**src/rtl/cache_arbiter.sv**
```systemverilog
`default_nettype none
// ============================================================================
// Module      : cache_arbiter
// Description : Two-port (icache/dcache) fair arbiter onto one shared memory
//               port, with latched request and a one-cycle recovery gap.
// Revision    : 1.0 - initial release
// ============================================================================
module cache_arbiter #(
    parameter int ADDR_WIDTH = 16,
    parameter int LINE_WIDTH = 128
) (
    input  logic                  clk,
    input  logic                  reset_n,
    input  logic                  icache_pmem_read,
    input  logic [ADDR_WIDTH-1:0] icache_pmem_address,
    output logic [LINE_WIDTH-1:0] icache_pmem_rdata,
    output logic                  icache_pmem_resp,
    input  logic                  dcache_pmem_read,
    input  logic                  dcache_pmem_write,
    input  logic [ADDR_WIDTH-1:0] dcache_pmem_address,
    input  logic [LINE_WIDTH-1:0] dcache_pmem_wdata,
    output logic [LINE_WIDTH-1:0] dcache_pmem_rdata,
    output logic                  dcache_pmem_resp,
    output logic                  pmem_read,
    output logic                  pmem_write,
    output logic [ADDR_WIDTH-1:0] pmem_address,
    output logic [LINE_WIDTH-1:0] pmem_wdata,
    input  logic [LINE_WIDTH-1:0] pmem_rdata,
    input  logic                  pmem_resp
);

    typedef enum logic [1:0] {
        IDLE    = 2'd0,
        SERVE_I = 2'd1,
        SERVE_D = 2'd2,
        RECOVER = 2'd3
    } state_t;

    typedef enum logic [1:0] {
        OP_NONE   = 2'd0,
        OP_IREAD  = 2'd1,
        OP_DREAD  = 2'd2,
        OP_DWRITE = 2'd3
    } op_t;

    localparam logic c_grant_i = 1'b0;
    localparam logic c_grant_d = 1'b1;

    state_t r_state;
    op_t    r_op;
    logic   r_last_grant;

    logic w_i_req;
    logic w_d_req;
    logic w_grant_d;
    logic w_serve_i;
    logic w_serve_d;

    assign w_i_req   = icache_pmem_read;
    assign w_d_req   = dcache_pmem_read | dcache_pmem_write;
    // On a tie the port that was not served last wins.
    assign w_grant_d = w_d_req & (~w_i_req | (r_last_grant == c_grant_i));

    always_ff @(posedge clk or negedge reset_n) begin
        if (!reset_n) begin
            r_state      <= IDLE;
            r_op         <= OP_NONE;
            r_last_grant <= c_grant_i;
            pmem_read    <= 1'b0;
            pmem_write   <= 1'b0;
            pmem_address <= '0;
            pmem_wdata   <= '0;
        end else begin
            case (r_state)
                IDLE: begin
                    if (w_grant_d) begin
                        r_state      <= SERVE_D;
                        pmem_address <= dcache_pmem_address;
                        // A simultaneous read+write request is a writeback.
                        if (dcache_pmem_write) begin
                            r_op       <= OP_DWRITE;
                            pmem_write <= 1'b1;
                            pmem_wdata <= dcache_pmem_wdata;
                        end else begin
                            r_op      <= OP_DREAD;
                            pmem_read <= 1'b1;
                        end
                    end else if (w_i_req) begin
                        r_state      <= SERVE_I;
                        r_op         <= OP_IREAD;
                        pmem_address <= icache_pmem_address;
                        pmem_read    <= 1'b1;
                    end
                end
                SERVE_I, SERVE_D: begin
                    if (pmem_resp) begin
                        r_state      <= RECOVER;
                        pmem_read    <= 1'b0;
                        pmem_write   <= 1'b0;
                        r_last_grant <= (r_op == OP_IREAD) ? c_grant_i : c_grant_d;
                    end
                end
                RECOVER: r_state <= IDLE;
                default: r_state <= IDLE;
            endcase
        end
    end

    assign w_serve_i = (r_state == SERVE_I);
    assign w_serve_d = (r_state == SERVE_D);

    assign icache_pmem_resp  = w_serve_i & pmem_resp;
    assign dcache_pmem_resp  = w_serve_d & pmem_resp;
    assign icache_pmem_rdata = w_serve_i ? pmem_rdata : '0;
    assign dcache_pmem_rdata = w_serve_d ? pmem_rdata : '0;

endmodule
`default_nettype wire

```
**config.mk**
```make
export PLATFORM = sky130hd
export DESIGN_NAME = cache_arbiter
export DESIGN_NICKNAME = d
export VERILOG_FILES = /design/src/rtl/cache_arbiter.sv
export SDC_FILE = /design/constraint.sdc
export NUM_CORES = 1
export LEC_CHECK = 0
export CAP_MARGIN = 25
export CORE_AREA = 2 2 273 275
export DETAILED_ROUTE_END_ITERATION = 8
export DIE_AREA = 0 0 275 277
export DONT_BUFFER_PORTS = 1
export HOLD_SLACK_MARGIN = 0.02
export PLACE_DENSITY = 0.34
export SYNTH_ARGS = -nofsm -noshare
export SYNTH_HDL_FRONTEND = slang
export SYNTH_SLANG_ARGS = --single-unit
export TNS_END_PERCENT = 1
```
**constraint.sdc**
```tcl
create_clock -name clk -period 1.8 [get_ports clk]
set_clock_uncertainty 0.15 [all_clocks]
set_input_delay 0.27 -clock clk [delete_from_list [all_inputs] [get_ports clk]]
set_output_delay 0.27 -clock clk [all_outputs]
set_load 0.01 [all_outputs]
```
==> results.toml <==
[status]
status = "complete, but fails checks"
violations = "hold timing, setup timing"

[clock_tree]
h-tree-depth = 4
cts_root_buf = "clkbuf_16"
insertion_delay_ps = 440
clk_path_buf_depth = 2
clock-sinks = 151
clk_pin_slew_ps = 80
cts_hold_buf = 166
numCtsBuffers = 17
cts_tree = "built"

[critical_path]
critPathMaxFanout = 9
cp_common_cell = "buf_6"
path_cells = "inv_2 > buf_6 > ha_4 > buf_6 > and2_2 > buf_12"
cp.required_ps = 1380
critPathLaunchType = "flip-flop"
crit_arrival_ps = 1740
crit_path_max_incr_delay_ps = 390
r2r_slack_ps = -30
crit_type = "reg2out"
crit_path_end_kind = "output pin"
crit_slowest_cell = "dfrtp_1"

[yosys]
synthFlopType = "dfrtp_1"
synthTopCellsByArea = "dfrtp_1 49%, and2_1 21%, mux2_1 14%, mux2_4 3.9%, mux2i_1 2.1%"
syn_nets = 969
synth-async-reset-ratio_pct = 100
synth_edf_count = 0
syn_avg_cell_area_um2 = 11.6
synth-warning-count = 0
yosysSeqAreaShare_pct = 48.6
ys_types = 32
synth_area_um2 = 7770
yosysMostFrequentCell = "and2_1"
ys_ff_latch = 151
synth_top_area_share_pct = 48.6
syn_inst = 672
synth_common_cells = "258 x and2_1, 151 x dfrtp_1, 100 x mux2_1"
yosysTopAreaCell = "dfrtp_1"

[layout]
fillers = 8094
syn2layout_area_growth_pct = 60.9
seqCellArea_um2 = 3780
multiInputGateArea_um2 = 4170
drive_above_1_share_pct = 34.5
nets = 1172

[timing]
setup_ws_ps = -365
relSlewSlack_pct = 69.4
fin_hold_ws_ps = -621
slew_violations = 0
setup_tns_ps = -78950
tightest_slew_ps = 459
hold_violations = 151
timing.final.crit_share_pct = 120
period_needed_ps = 2160
grt_setup_unrepaired = "yes"
setup_viol = 295
fmax_ghz = 0.462

[floorplanning]
die_x_um = 275
die_area_um2 = 76200
design.core.area_um2 = 73600
pin_count = 698
initial_core_util_pct = 10.6
rows = 100
die_h_um = 277

[power_and_ir_drop]
leakage_nw = 5.27
combPwrFrac_pct = 44.8
switching_power_w = 0.00794
ir_drop_uv = 1190
powerDensity_nw_per_um2 = 1600
swShare_pct = 39.7
sequentialPowerShare_pct = 36.9
p_clk_share_pct = 18.3
power.internal_w = 0.0121

[global_route]
grt_pass1_vias = 6442
track_usage_pct = 12.0
grt_max_degree = 152
antenna_found_initial = 33
grt_overflow = 0
grt_pass1_wl_um = 60200

[route]
drc = 0
antenna_left = 0
drt_iter0_markers = 207
wirelength_um = 49200
firstDrtPassIters = 4
vias = 6269
drt-vias-per-instance = 3.35
wl_per_cell_um = 26.3

[placed_design]
dpl.hpwl_um = 39800
io_buffer_count = 0
post-place-ws_ps = -30.5
gp_congestion = 0.821

[worst_hold_path]
hold_path_class = "in2async"

[flow_run]
cap_violations = 0
## power groups by stage
stage / Clock, W / Combinational, W / Sequential, W
4_1_cts: 0.00384 / 0.00781 / 0.00745
2_1_floorplan: 0 / 0.00474 / 0.00679
3_3_place_gp: 0 / 0.00653 / 0.00753
3_5_place_dp: 0 / 0.00661 / 0.00745
5_1_grt: 0.00398 / 0.00973 / 0.00763
6_report: 0.00366 / 0.00896 / 0.00739
## metrics by stage
step	cell area [µm²]	util [%]	power (W)	instances
after floorplan	7780	-	0.0115	672
after global routing	12500	17.0	0.0213	1861
after global placement	9440	12.8	0.0141	1648
final	12500	17.0	0.0200	1871
after CTS	12000	16.3	0.0191	1848
after detailed placement	9440	12.8	0.0141	1648
## worst paths after layout
path | from | to | cells past startpoint
setup / recovery | r_state[0] | dcache_pmem_rdata[6] | 6
max in group asynchronous | reset_n | pmem_wdata[102] | 0
min in group clk | dcache_pmem_read | pmem_address[14] | 4
hold / removal | reset_n | pmem_wdata[119] | 0
hold reg to reg | r_op[1] | r_op[1] | 2
setup reg to reg | r_state[0] | pmem_wdata[126] | 6
## routing by layer
| metal | wire length (µm) | global-route usage (%) | vias up |
|---|---|---|---|
| met3 | 3540 | 3.03 | 72 |
| met5 | 26 | 0 | - |
| met4 | 1340 | 2.38 | 4 |
| met2 | 29800 | 26.3 | 447 |
| met1 | 14500 | 10.3 | 3114 |
| li1 | - | - | 2632 |
## cell usage in the layout (no fill, tap or decap), drive strengths merged, types with 3 or more instances in the layout
master / count
a21oi: 4
and2: 258
buf: 60
clkbuf: 26
clkinv: 5
dfrtp: 151
diode: 15
dlygate4sd3: 164
ha: 3
inv: 8
mux2: 128
mux2i: 16
nand2: 19
o21ai: 19
## cell families (layout without fill, tap and decap cells)
kind of cell	count (synthesis)	after routing	synth area share [%]
and+or+nand+nor	284	284	22.3
muxes	144	144	21.6
AOI/OAI and AO/OA	34	34	2.93
adders and majority gates	3	3	0.483
DFF	151	151	48.6
other	0	15	0
buffers and inverters	56	271	4.10
## state kept, by name, summed over array words and instances (netlist names)
name / flops
pmem_address: 16
r_op: 2
pmem_read: 1
r_state: 2
pmem_write: 1
r_last_grant: 1
pmem_wdata: 128
## timing repair
item	in CTS	in global routing
endpoints found under the setup margin	361	387
cloned	2	7
buffers inserted	1	1
pin swaps	1	7
gates resized for setup	100	113
endpoints found under the hold margin	302	151
## layout make-up
class	instances	share of cell area, %
multi-input cells	465	33.3
clock inverters	10	0.990
well taps	969	9.69
repair buffers	233	21.7
inverters	7	0.210
flip-flops and latches	151	30.2
diodes	15	0.300
clock buffers	21	3.60
## critical path: cells and delay by family, from the launching register on
family	cells	cell delay (ps)
adders and majority gates	1	200
buffers and inverters	4	470
DFF	1	390
and+or+nand+nor	1	220
Power figures use the tool's default switching activity.
